## src/rtl/lotr_pkg.sv

```systemverilog
// Shared LOTR ring fabric types: ring message layout, opcodes, and
// destination-field positions used by ring stops.
package lotr_pkg;

  typedef enum logic [1:0] {
    OP_READ  = 2'd0,
    OP_WRITE = 2'd1,
    OP_RESP  = 2'd2,
    OP_INV   = 2'd3
  } t_opcode;

  localparam int unsigned RING_ID_MSB     = 31;
  localparam int unsigned RING_ID_LSB     = 24;
  localparam int unsigned RING_REQ_ID_LSB = 2;

  typedef struct packed {
    logic        valid;
    logic [9:0]  requestor;
    t_opcode     opcode;
    logic [31:0] address;
    logic [31:0] data;
  } t_ring_msg;

  // Destination tile of a ring message: address high byte, or requestor[9:2]
  function automatic logic [7:0] ring_dest(input t_ring_msg m, input bit use_req);
    if (use_req) ring_dest = m.requestor[RING_REQ_ID_LSB +: 8];
    else         ring_dest = m.address[RING_ID_MSB:RING_ID_LSB];
  endfunction

endpackage

```

## src/rtl/lotr_ring_ej_fifo.sv

```systemverilog
// Ejection FIFO for a ring stop. Power-of-two depth, pointers carry one
// extra wrap bit so full/empty are distinguished without a counter.
// Push while full is legal only when a pop happens the same cycle.
module lotr_ring_ej_fifo #(
  parameter int unsigned DEPTH = 4,
  parameter int unsigned WIDTH = 8
) (
  input  logic             clk,
  input  logic             rst_n,
  input  logic             push,
  input  logic [WIDTH-1:0] wr_data,
  input  logic             pop,
  output logic [WIDTH-1:0] rd_data,
  output logic             valid,
  output logic             full
);

  localparam int unsigned AW = $clog2(DEPTH);

  logic [AW:0]      wr_ptr;
  logic [AW:0]      rd_ptr;
  logic [WIDTH-1:0] mem [DEPTH];
  logic             do_pop;

  assign valid   = (wr_ptr != rd_ptr);
  assign full    = ((wr_ptr - rd_ptr) == (AW+1)'(DEPTH));
  assign rd_data = mem[rd_ptr[AW-1:0]];
  assign do_pop  = pop & valid;

  // Pointer update; reset empties the FIFO
  always_ff @(posedge clk or negedge rst_n) begin
    if (!rst_n) begin
      wr_ptr <= '0;
      rd_ptr <= '0;
    end else begin
      if (push)   wr_ptr <= wr_ptr + 1'b1;
      if (do_pop) rd_ptr <= rd_ptr + 1'b1;
    end
  end

  // Storage write; contents need no reset
  always_ff @(posedge clk) begin
    if (push) mem[wr_ptr[AW-1:0]] <= wr_data;
  end

endmodule

```

## src/rtl/lotr_ring_stop.sv

```systemverilog
// LOTR ring stop: Q500->Q502 ring pipeline with local ejection into a FIFO
// (bounce when full) and round-robin injection from NUM_LCL local channels
// into free slots.
// Optional macro LOTR_RING_STOP_PERF_EN adds saturating 16-bit counters
// PerfInjCnt / PerfEjCnt / PerfBounceCnt.
module lotr_ring_stop
  import lotr_pkg::*;
#(
  parameter int unsigned NUM_LCL         = 4,
  parameter int unsigned EJ_DEPTH        = 4,
  parameter bit          MATCH_REQUESTOR = 1'b0
) (
  input  logic                       QClk,
  input  logic                       RstQnnnL,
  input  logic [7:0]                 CoreID,
  input  logic                       RingInValidQ500H,
  input  logic [9:0]                 RequestorQ500H,
  input  t_opcode                    OpcodeQ500H,
  input  logic [31:0]                AddressQ500H,
  input  logic [31:0]                DataQ500H,
  output logic                       RingOutValidQ502H,
  output logic [9:0]                 RequestorQ502H,
  output t_opcode                    OpcodeQ502H,
  output logic [31:0]                AddressQ502H,
  output logic [31:0]                DataQ502H,
  input  logic [NUM_LCL-1:0]         LclValid,
  input  t_ring_msg [NUM_LCL-1:0]    LclMsg,
  output logic [NUM_LCL-1:0]         LclReady,
  output logic                       EjValid,
  output t_ring_msg                  EjMsg,
  input  logic                       EjReady,
  output logic                       EjFull
`ifdef LOTR_RING_STOP_PERF_EN
  ,
  output logic [15:0]                PerfInjCnt,
  output logic [15:0]                PerfEjCnt,
  output logic [15:0]                PerfBounceCnt
`endif
);

  localparam int unsigned PTR_W = (NUM_LCL > 1) ? $clog2(NUM_LCL) : 1;

  t_ring_msg        ring_in;
  t_ring_msg        slot_q501;
  t_ring_msg        slot_q502;
  t_ring_msg        slot_nxt;
  logic             match;
  logic             ej_pop;
  logic             ej_push;
  logic             slot_free;
  logic             gnt_vld;
  logic [PTR_W-1:0] gnt_idx;
  logic [PTR_W-1:0] rr_ptr;
  logic [PTR_W-1:0] cand;
  int unsigned      cand_sum;

  assign ring_in = '{valid:     RingInValidQ500H,
                     requestor: RequestorQ500H,
                     opcode:    OpcodeQ500H,
                     address:   AddressQ500H,
                     data:      DataQ500H};

  // Q501 stage: capture upstream slot
  always_ff @(posedge QClk or negedge RstQnnnL) begin
    if (!RstQnnnL) slot_q501 <= '0;
    else           slot_q501 <= ring_in;
  end

  // Eject only when the FIFO has room after this cycle's pop; else bounce
  assign match     = slot_q501.valid && (ring_dest(slot_q501, MATCH_REQUESTOR) == CoreID);
  assign ej_pop    = EjValid & EjReady;
  assign ej_push   = match & (~EjFull | ej_pop);
  assign slot_free = ~slot_q501.valid | ej_push;

  // Round-robin pick: first requesting channel at or after rr_ptr
  always_comb begin
    gnt_vld  = 1'b0;
    gnt_idx  = '0;
    cand     = '0;
    cand_sum = 0;
    for (int unsigned i = 0; i < NUM_LCL; i++) begin
      cand_sum = 32'(rr_ptr) + i;
      if (cand_sum >= NUM_LCL) cand_sum = cand_sum - NUM_LCL;
      cand = PTR_W'(cand_sum);
      if (!gnt_vld && LclValid[cand] && slot_free && RstQnnnL) begin
        gnt_vld = 1'b1;
        gnt_idx = cand;
      end
    end
  end

  // One-hot grant to the winning channel
  always_comb begin
    LclReady = '0;
    if (gnt_vld) LclReady[gnt_idx] = 1'b1;
  end

  // Round-robin pointer advances past the winner only on a grant
  always_ff @(posedge QClk or negedge RstQnnnL) begin
    if (!RstQnnnL)    rr_ptr <= '0;
    else if (gnt_vld) rr_ptr <= (gnt_idx == PTR_W'(NUM_LCL - 1)) ? '0 : gnt_idx + 1'b1;
  end

  // Q502 slot contents: injected message, forwarded/bounced message, or empty
  always_comb begin
    slot_nxt       = slot_q501;
    slot_nxt.valid = slot_q501.valid & ~ej_push;
    if (gnt_vld) begin
      slot_nxt       = LclMsg[gnt_idx];
      slot_nxt.valid = 1'b1;
    end
  end

  // Q502 stage: register the decided slot
  always_ff @(posedge QClk or negedge RstQnnnL) begin
    if (!RstQnnnL) slot_q502 <= '0;
    else           slot_q502 <= slot_nxt;
  end

  assign RingOutValidQ502H = slot_q502.valid;
  assign RequestorQ502H    = slot_q502.requestor;
  assign OpcodeQ502H       = slot_q502.opcode;
  assign AddressQ502H      = slot_q502.address;
  assign DataQ502H         = slot_q502.data;

  lotr_ring_ej_fifo #(
    .DEPTH (EJ_DEPTH),
    .WIDTH ($bits(t_ring_msg))
  ) u_ej_fifo (
    .clk     (QClk),
    .rst_n   (RstQnnnL),
    .push    (ej_push),
    .wr_data (slot_q501),
    .pop     (ej_pop),
    .rd_data (EjMsg),
    .valid   (EjValid),
    .full    (EjFull)
  );

`ifdef LOTR_RING_STOP_PERF_EN
  logic bounce;
  assign bounce = match & ~ej_push;

  // Saturating event counters
  always_ff @(posedge QClk or negedge RstQnnnL) begin
    if (!RstQnnnL) begin
      PerfInjCnt    <= '0;
      PerfEjCnt     <= '0;
      PerfBounceCnt <= '0;
    end else begin
      if (gnt_vld && (PerfInjCnt != '1))    PerfInjCnt    <= PerfInjCnt + 16'd1;
      if (ej_push && (PerfEjCnt != '1))     PerfEjCnt     <= PerfEjCnt + 16'd1;
      if (bounce && (PerfBounceCnt != '1))  PerfBounceCnt <= PerfBounceCnt + 16'd1;
    end
  end
`endif

endmodule

```

## config.mk

```make
export PLATFORM = sky130hd
export DESIGN_NAME = lotr_ring_stop
export DESIGN_NICKNAME = d
export VERILOG_FILES = /design/src/rtl/lotr_pkg.sv /design/src/rtl/lotr_ring_ej_fifo.sv /design/src/rtl/lotr_ring_stop.sv
export SDC_FILE = /design/constraint.sdc
export NUM_CORES = 1
export LEC_CHECK = 0
export BUFFER_PORTS_ARGS = -buffer_cell sky130_fd_sc_hd__buf_4
export CAP_MARGIN = 20
export CORE_AREA = 4 4 216 218
export CTS_CLUSTER_DIAMETER = 60
export DETAILED_ROUTE_END_ITERATION = 10
export DIE_AREA = 0 0 220 222
export PLACE_DENSITY_LB_ADDON = 0.15
export SKIP_CTS_REPAIR_TIMING = 1
export SLEW_MARGIN = 40
export SYNTH_ARGS = -nofsm -noshare
export SYNTH_HDL_FRONTEND = slang
export SYNTH_SLANG_ARGS = --single-unit
export TNS_END_PERCENT = 10
```

## constraint.sdc

```tcl
create_clock -name QClk -period 5 [get_ports QClk]
set_input_delay 1 -clock QClk [delete_from_list [all_inputs] [get_ports QClk]]
set_output_delay 1 -clock QClk [all_outputs]
set_load 0.05 [all_outputs]
```

# Word-level counts from Yosys, hierarchy flattened
# Memory sizes are Yosys's and may differ from the RTL's.
# Cells that the tools add are included.
# word_totals
reg_bits	162
ramBits	308
out_inout_bits	160
memories	1
# memory_table
memory	depth	word_bits	rd	rd_clocked_by_memory_dff	wr	line_no	rtl
u_ej_fifo.mem	4	77	1	0	1	lotr_ring_ej_fifo.sv:22	logic [WIDTH-1:0] mem [DEPTH];
# classes
add_sub_neg	11
order_cmp	10
eq_ne	4
n_mux	29
n_bitwise	9
reduce_logical	16
# ops
op	count
$bmux W77 S2	1
$mux W77	1
$mux W76	1
$mux W2	9
$lt A2 B3 Y1 const B	5
$logic_and A1 B1 Y1	13
$mux W1	11
$ge A3 B3 Y1 const B	3
$bmux W1 S2	4
$eq A8 B8 Y1	1
$sub A2 B1 Y2 const B	4
$add A2 B2 Y3 const B	2
$add A3 B1 Y3 const B	2
$and A1 B1 Y1	4
$mux W4	1
$add A2 B1 Y3 const B	1
$eq A3 B3 Y1 const B	1
$ge A2 B3 Y1 const B	1
$logic_not A1 Y1	3
$ne A3 B3 Y1	1
$not A1 Y1	3
$sub A3 B3 Y3	1
$add A2 B1 Y2 const B	1
$demux W1 S2	1
other kinds (3)	4

# Longest topological paths before layout
# Gate-level depths: netlist of the first run.
# depth
depth_word	29
ltp_mapped	16
mapped_depth_nobuf	11

# By module
# Synthesis of the first run repeated with hierarchy kept, for this count alone.
# hier_totals
cells_unflattened	1120
hier_area_um2	19329.8
# by_module_without_submodules
mod	instances	cells_each	area_each_um2	seq_area_each_um2
lotr_ring_ej_fifo	1	440	11504.8	9399.0
lotr_ring_stop	1	680	7825.0	3903.7

# Least setup slack after synthesis of the first run
# OpenSTA, ideal clock, no wires.
# synth_path
kind	register to output
from	register u_ej_fifo.rd_ptr[1]
to	output port LclReady[2]
arrival_time_ps	3947
path_slack_ps	53
stages_incl_launch_ff	15
cell_sequence	dfrtp_1 > clkbuf_1 > clkbuf_1 > buf_1 > inv_1 > ha_1 > nor2b_1 > or3_1 > a21oi_1 > o31ai_1 > nand2b_1 > clkbuf_1 > nand2b_1 > clkbuf_1 > nor3_1
# synth_via
elab_chain_len	29
elab_cells_between_ends	36
classes_between	add/sub: 1; order compare: 2; eq/ne: 2; mux: 11; bitwise: 5; reduce/logical: 15
# synth_rtl
element	line_no	rtl
from (decl)	lotr_ring_ej_fifo.sv:21	logic [AW:0] rd_ptr;
from (signal assigned)	lotr_ring_ej_fifo.sv:37	if (do_pop) rd_ptr <= rd_ptr + 1'b1;
$sub A3 B3 Y3	lotr_ring_ej_fifo.sv:26	assign full = ((wr_ptr - rd_ptr) == (AW+1)'(DEPTH));
$eq A3 B3 Y1	lotr_ring_ej_fifo.sv:26	
$not A1 Y1	lotr_ring_stop.sv:72	assign ej_push = match & (~EjFull | ej_pop);
$or A1 B1 Y1 (*)	lotr_ring_stop.sv:72	
$and A1 B1 Y1 (*)	lotr_ring_stop.sv:72	
$or A1 B1 Y1 (*)	lotr_ring_stop.sv:73	assign slot_free = ~slot_q501.valid | ej_push;
$logic_and A1 B1 Y1 (2 in series)	lotr_ring_stop.sv:85	if (!gnt_vld && LclValid[cand] && slot_free && RstQnnnL) begin
$mux W1	lotr_ring_stop.sv:85	
[10 not listed]	-	
$logic_not A1 Y1	lotr_ring_stop.sv:85	
$logic_and A1 B1 Y1 (3 in series)	lotr_ring_stop.sv:85	
$mux W2	lotr_ring_stop.sv:85	
$lt A2 B3 Y1 (not written as such) or $ge A2 B1 Y1 (tied branches)	lotr_ring_stop.sv:95	if (gnt_vld) LclReady[gnt_idx] = 1'b1;
$logic_and A1 B1 Y1 (not written as such)	lotr_ring_stop.sv:95	
$mux W1 (not written as such)	lotr_ring_stop.sv:95	
$demux W1 S2	lotr_ring_stop.sv:95	
$mux W4 (*)	lotr_ring_stop.sv:95	
to (decl)	lotr_ring_stop.sv:28	output logic [NUM_LCL-1:0] LclReady,
# Mark *: on every way between the ends. The rest lies on a longest branch, timed or not.

# Worst setup path after layout of the first run
# layout_path
from	input port CoreID[3]
to	output port LclReady[1]
# layout_via
elab_chain_len	27
elab_cells_between_ends	32
classes_between	order compare: 2; eq/ne: 1; mux: 11; bitwise: 2; reduce/logical: 16
# layout_rtl
element	line_no	rtl
from (decl)	lotr_ring_stop.sv:15	input logic [7:0] CoreID,
$eq A8 B8 Y1 (*)	lotr_ring_stop.sv:70	assign match = slot_q501.valid && (ring_dest(slot_q501, MATCH_REQUESTOR) == CoreID);
$logic_and A1 B1 Y1 (*)	lotr_ring_stop.sv:70	
$and A1 B1 Y1 (*)	lotr_ring_stop.sv:72	
$or A1 B1 Y1 (*)	lotr_ring_stop.sv:73	
$logic_and A1 B1 Y1 (2 in series)	lotr_ring_stop.sv:85	
$mux W1	lotr_ring_stop.sv:85	
$logic_not A1 Y1	lotr_ring_stop.sv:85	
$logic_and A1 B1 Y1 (3 in series)	lotr_ring_stop.sv:85	
[6 not listed]	-	
$logic_not A1 Y1	lotr_ring_stop.sv:85	
$logic_and A1 B1 Y1 (3 in series)	lotr_ring_stop.sv:85	
$mux W2	lotr_ring_stop.sv:85	
$lt A2 B3 Y1 (not written as such) or $ge A2 B1 Y1 (tied branches)	lotr_ring_stop.sv:95	
$logic_and A1 B1 Y1 (not written as such)	lotr_ring_stop.sv:95	
$mux W1 (not written as such)	lotr_ring_stop.sv:95	
$demux W1 S2	lotr_ring_stop.sv:95	
$mux W4 (*)	lotr_ring_stop.sv:95	
# Marked as above.

==> summary.md, run 1 <==
| Metric | Value |
|---|---|
| Setup Crit Path Kind | input port to output port |
| Final Core Density | 0.569 |
| Crit path launch | CoreID[3] |
| Die height | 222 um |
| Worst-case reg-to-reg path depth | 8 |
| Worst hold slack across all endpoints | 0.259 ns |
| Half-perimeter wire length after placement | 38,300 um |
| Pin count of the biggest net entering global routing | 82 |
| Aggregate global-route resource usage | 0.223 |
| VDD IR max | 0.311 mV |
| Synth Instances | 1,241 |
| Critical Path Sink Type | output port |
| WP buf/inv | 3 |
| Worst hold path class | input port to asynchronous set/reset pin |
| Routed wirelength normalized by instance count | 22.9 um |
| Number of global-route vias before repair | 13.2k |
| Total routed wirelength | 55,600 um |
| Width of the die | 220 um |
| Pwr per Cell Area | 498 nW/um^2 |
| Worst-path fanout max | 45 |
| Setup slack after placement | 0.291 ns |
| Worst Path Required | 4.00 ns |
| Synthesized area | 18,800 um^2 |
| Capturing point of the worst reg2reg path | u_ej_fifo.mem[1][49] |
| Setup_tns | 0 ns |
| Arrival time reported for the critical path endpoint | 3.66 ns |
| Area of the placeable core | 44,900 um^2 |
| Portion of synthesized cell area occupied by the leading cell type | 0.493 |
| Largest cells by area after synthesis | edfxtp_1 (49%), dfrtp_1 (22%), mux4_2 (9.2%) |
| Max cap viols | 0 |
| Netlist cell types | 39 |
| Clock-pin slew reported for the worst setup and hold paths after clock tree synthesis | 0.05 ns |
| Leakage power | 10.3 nW |
| Sink Count | 470 |
| Number of hold-slack violations in the final timing report | 0 |
| Pins Over Slew Limit | 0 |
| Minimum clock period | 4.66 ns |
| Number of I/O port buffers | 555 |
| CP peak stage delay | 0.57 ns |
| Most common cell after layout, fill and taps aside | buf_4 |
| Worst-case headroom to the max-slew limit | 0.481 |
| Kind of start point of the critical path | input port |
| Number of synthesis warnings | 0 |
| Cell chain of the critical path | buf_4 -> xor2_1 -> nor4_1 -> nand3_1 -> o31a_2 -> or4_4 -> buf_4 -> nor2_1 -> buf_4 |
| Global route total overflow | 0 |
| Final worst path period share | 0.932 |
| Worst r2r src | u_ej_fifo.rd_ptr[1] |
| Wire length of the first global-routing pass | 81,900 um |
| Avg Inst Size Synth | 15.1 um^2 |
| Cell repeated most along the worst path | buf_4 |
| Clock tree skew after final layout | 0.0123 ns |
| Highest-count cells in the layout ignoring fill and taps | buf_4 (569), edfxtp_1 (308), nand2_1 (222) |
| H-tree Lvls | 2 |
| Outcome | finished, final reports clean |
| Total die area | 48,800 um^2 |
| First-pass iteration count of the detailed router | 5 |
| Highest achievable clock rate | 215 MHz |
| Worst Max-Slew Pin Slew | 0.772 ns |
| Number of top-level pins | 560 |
| Final standard cell count with taps included and fillers excluded | 2,430 |
| Syn_nets | 1,649 |
| Flops & latches, synth | 470 |
| Fillcell total | 3,692 |
| Post-route design area | 25,600 um^2 |
| Largest area contributor in the synthesized netlist | edfxtp_1 |
| Share of post-route cells with drive strength above 1 | 0.420 |
| RePlAce Congestion | 0.824 |
| Initial antenna violation count | 4 |
| DRC viols | 0 |
| Clock Tree Buf Depth | 3 |
| RSZ-0062 raised after global routing | false |
| Number of CTS-inserted buffers | 50 |
| Post-layout net count | 2,194 |
| Remaining number of nets flagged by the antenna check after routing | 0 |
| Setup-failing EPs final | 0 |
| Slack of the worst reg-to-reg path | 1.61 ns |
| PnR Total Power | 12.7 mW |
| Placed cell count | 2,334 |
| Placed standard-cell area | 23,800 um^2 |
| Synth-to-Final Area Change | 36.2% |
| Number of standard-cell rows in the floorplan | 78 |
| Buffer cell driving the clock tree root | clkbuf_16 |
| Clk_lat worst skew | 0.57 ns |
| Cell family with most CP delay | simple AND/OR/NAND/NOR gates |
| Share of the yosys chip area belonging to registers | 0.709 |
| Starting density of the core | 0.418 |
| Drt initial violations | 808 |
| Post-detailed-route via-to-cell ratio | 5.27 |
| Vias after detailed routing | 12.8k |
| Cell type of the slowest stage on the worst timing path | or4_4 |
| CTS tree | done |
| Least setup slack across all paths after layout | 0.341 ns |
==> cell families after synthesis <==
logic type	synth area share
fa+ha+maj	0.00587
compound gates	0.0813
buf+inv	0.0217
flops	0.709
mux	0.104
xor+xnor	0.00607
simple gates	0.0728
==> layout make-up <==
cell class / count / area [um^2] / area share
sequential: 470 / 13300 / 0.521
multi-input combinational: 670 / 5120 / 0.200
timing repair buffer: 585 / 4550 / 0.178
clock buffer: 73 / 1590 / 0.0620
tap: 600 / 751 / 0.0294
clock inverter: 21 / 205 / 0.00803
inverter: 9 / 33.8 / 0.00132
antenna: 2 / 5.00 / 0.000196
==> where the power goes <==
group / internal, mW / switching, mW
registers: 4.30 / 0.150
clock network: 2.36 / 1.51
logic: 1.55 / 2.86
total: 8.21 / 4.52
==> flip-flops by register name, indices dropped and copies added, names as in the netlist <==
register           flops
AddressQ502H          32
DataQ502H             32
OpcodeQ502H            2
RequestorQ502H        10
RingOutValidQ502H      1
rr_ptr                 2
slot_q501             77
u_ej_fifo.mem        308
u_ej_fifo.rd_ptr       3
u_ej_fifo.wr_ptr       3
==> Yosys cell counts, drive strengths merged <==
cell    count
edfxtp    308
nand2     222
dfrtp     162
mux4       77
clkbuf     75
a21oi      72
nand3      71
o21ai      69
a221o      68
mux2i      19
buf        17
inv         9
ha          8
o221ai      8
xor2        8
nor2        7
and2        5
nand2b      5
xnor2       5
nor3        4
nor2b       3
mux2        2
o211ai      2
o22ai       2
or2         2
or3         2
a31oi       1
a32oi       1
and3b       1
maj3        1
nor4        1
o221a       1
o31a        1
o31ai       1
or4         1
==> routing by layer <==
layer / up-vias / global-route usage / share of wire / wire (um)
met2: 509 / 0.360 / 0.49 / 27100
li1: 5836 / - / - / -
met4: 2 / 0.0762 / 0.031 / 1720
met1: 6379 / 0.299 / 0.41 / 22600
met3: 92 / 0.0522 / 0.075 / 4190
met5: - / 0 / 0.00013 / 7
==> how the worst max path moves through the flow <==
stage	endpoint	cells past startpoint	slack, ns
detailed placement	LclReady[1]	9	0.29
global route	LclReady[0]	11	0.14
finish	LclReady[1]	9	0.34
global placement	LclReady[1]	9	0.37
CTS	LclReady[0]	11	0.13
floorplan	LclReady[2]	14	0.05
Power figures use the tool's default switching activity.
==> inputs of run 2 (changes only) <==
Settings changed: GPL_TIMING_DRIVEN from default to 0.
==> summary.md, run 2 (synthesized netlist as in run 1, its figures left out) <==
| Metric | Value |
|---|---|
| Net Switching | 4.68 mW (+3.6%) |
| Worst Max-Slew Pin Slew | 0.749 ns (-0.0228 ns) |
| Portion of total power attributed to the clock network | 0.280 (-0.024) |
| Drt initial violations | 1,199 (+48%) |
| First-pass iteration count of the detailed router | 5 (unchanged) |
| Setup Crit Path Kind | flop to output port |
| Cell repeated most along the worst path | buf_6 |
| Half-perimeter wire length after placement | 45,400 um (+19%) |
| Total die area | 48,800 um^2 (unchanged) |
| Max reg flops | 308 (unchanged) |
| Aggregate global-route resource usage | 0.246 (+0.0230) |
| Portion of total power attributed to combinational logic | 0.372 (+0.026) |
| Highest achievable clock rate | 207 MHz (-3.3%) |
| WL met3 | 5220 um (+25%) |
| Sequential share of power | 0.349 (about the same) |
| Clock Tree Buf Depth | 3 (unchanged) |
| Routed wire length on met2 | 30,200 um (+11%) |
| Fraction of power spent switching nets | 0.371 (+0.0166) |
| Worst Path Required | 4.00 ns (about the same) |
| Pins Over Slew Limit | 0 (unchanged) |
| Minimum clock period | 4.82 ns (+0.161 ns) |
| Least setup slack across all paths after layout | 0.180 ns (-0.161 ns) |
| Wire length of the first global-routing pass | 88,200 um (+7.7%) |
| Final standard cell count with taps included and fillers excluded | 2,509 (+3.3%) |
| VDD IR max | 0.346 mV (+11%) |
| Leakage power | 10.3 nW (about the same) |
| DRC viols | 0 (unchanged) |
| Placed cell count | 2,407 (+3.1%) |
| Pin count of the biggest net entering global routing | 69 (-16%) |
| Max cap viols | 0 (unchanged) |
| Number of top-level pins | 560 (unchanged) |
| Final worst path period share | 0.964 (+0.0322) |
| Width of the die | 220 um (unchanged) |
| Remaining number of nets flagged by the antenna check after routing | 0 (unchanged) |
| Met1 wire length | 24,400 um (+8.3%) |
| Global route total overflow | 0 (unchanged) |
| Buffer cell driving the clock tree root | clkbuf_16 |
| Synth-to-Final Area Change | 36.6% |
| Setup-failing EPs final | 0 (unchanged) |
| H-tree Lvls | 2 (unchanged) |
| Worst hold path class | input port to asynchronous set/reset pin |
| Arrival time reported for the critical path endpoint | 3.82 ns (+0.16 ns) |
| Routed wirelength normalized by instance count | 24.6 um (+7.6%) |
| Most common cell after layout, fill and taps aside | buf_4 |
| Vias after detailed routing | 13.4k (+4.7%) |
| Area of the placeable core | 44,900 um^2 (unchanged) |
| Number of CTS-inserted buffers | 51 (+2.0%) |
| Worst hold slack across all endpoints | 0.293 ns (+0.0339 ns) |
| Starting density of the core | 0.418 (unchanged) |
| Pwr per Cell Area | 491 nW/um^2 (-1.4%) |
| Initial antenna violation count | 1 (-3) |
| RSZ-0062 raised after global routing | true |
| PnR Total Power | 12.6 mW (-1.0%) |
| Number of I/O port buffers | 555 (unchanged) |
| Share of post-route cells with drive strength above 1 | 0.402 (-0.0177) |
| Worst-case headroom to the max-slew limit | 0.500 (+0.0191) |
| Clock-pin slew reported for the worst setup and hold paths after clock tree synthesis | 0.06 ns (about the same) |
| Kind of start point of the critical path | flop |
| Total routed wirelength | 61,800 um (+11%) |
| Number of global-route vias before repair | 13.8k (+4.6%) |
| RePlAce Congestion | 0.916 (+11%) |
| Die height | 222 um (unchanged) |
| Sink Count | 470 (unchanged) |
| Cell chain of the critical path | buf_6 -> buf_8 -> buf_8 -> inv_1 -> ha_1 -> nor2b_2 -> or3_1 -> a21oi_2 -> o31a_4 -> or4_1 -> buf_6 -> buf_6 -> clkbuf_4 -> nor2_2 -> buf_6 |
| Internal Dissipation | 7.92 mW (-3.6%) |
| CTS tree | done |
| Number of standard-cell rows in the floorplan | 78 (unchanged) |
| Setup slack after placement | -1.56 ns (-1.85 ns) |
| Clock tree skew after final layout | 0.0187 ns (+0.00635 ns) |
| Critical Path Sink Type | output port |
| Post-layout net count | 2,271 (+3.5%) |
| Outcome | finished, final reports clean |
| Topmost layer with routed signal wires | met4 |
| Worst-path fanout max | 10 (-78%) |
| Cell type of the slowest stage on the worst timing path | or4_1 |
| CP peak stage delay | 0.55 ns (-0.02 ns) |
| Post-detailed-route via-to-cell ratio | 5.35 (+1.4%) |
| Clk_lat worst skew | 0.59 ns (+0.02 ns) |
| Highest-count cells in the layout ignoring fill and taps | buf_4 (557), edfxtp_1 (308), nand2_1 (222) |
| Number of hold-slack violations in the final timing report | 0 (unchanged) |
==> run 2: cell types whose count changed in the layout (fill, tap and decap cells not counted), moves of 5 or more <==
cell	delta
clkbuf_1	+73
clkinv_1	+5
clkbuf_16	-5
buf_4	-12
clkbuf_2	+8
clkbuf_8	-9
buf_2	+8
==> run 2: power groups by stage <==
stage               clock (mW)  sequential, mW  combinational (mW)
finish                    3.52            4.39                4.68
global route              3.78            4.41                4.92
CTS                       3.61            4.39                4.69
detailed placement           0            4.47                4.68
global placement             0            4.46                4.65
floorplan                    0            4.77                2.69
==> run 2: critical path, delay by kind of cell (launching register included) <==
family                   cells  cell delay, ns
buffers and inverters        8            1.21
flip-flops                   1            0.37
adder cells (fa/ha/maj)      1            0.20
AO/OA/AOI/OAI                2            0.49
AND/OR/NAND/NOR              4            0.95
==> run 2: stage by stage <==
stage | area, um^2 | util | setup TNS, ns
final | 25600 | 0.571 | 0
after global routing | 25600 | 0.571 | -0.0217
after CTS | 25500 | 0.569 | -70.04
after detailed placement | 24000 | 0.534 | -65.15
after global placement | 23700 | 0.528 | -852.13
after floorplan | 18800 | - | 0
==> run 2: worst paths after layout <==
check	startpoint	to	slack [ns]	cells past startpoint
max	u_ej_fifo.rd_ptr[1]	LclReady[1]	0.18	15
min	RstQnnnL	DataQ502H[29]	0.29	1
max reg2reg	u_ej_fifo.rd_ptr[1]	DataQ502H[15]	1.24	15
min reg2reg	u_ej_fifo.wr_ptr[2]	u_ej_fifo.wr_ptr[2]	0.50	1
max in group asynchronous	RstQnnnL	slot_q501[73]	3.98	2
min in group QClk	u_ej_fifo.wr_ptr[2]	u_ej_fifo.wr_ptr[2]	0.50	1
==> run 2: cell type report <==
| type | count | area, um^2 |
|---|---|---|
| sequential | 470 | 13300 |
| clock buffer | 69 | 1380 |
| antenna | 3 | 7.51 |
| buffer | 91 | 440 |
| clock inverter | 27 | 184 |
| tap | 600 | 751 |
| fill | 3739 | 19200 |
| multi-input combinational | 670 | 5110 |
| inverter | 9 | 33.8 |
| timing repair buffer | 570 | 4430 |
==> run 2: per-layer routing <==
metal | vias up | global-route usage
li1 | 6004 | -
met2 | 616 | 0.404
met4 | 0 | 0.0808
met3 | 90 | 0.0588
met1 | 6716 | 0.324
met5 | - | 0
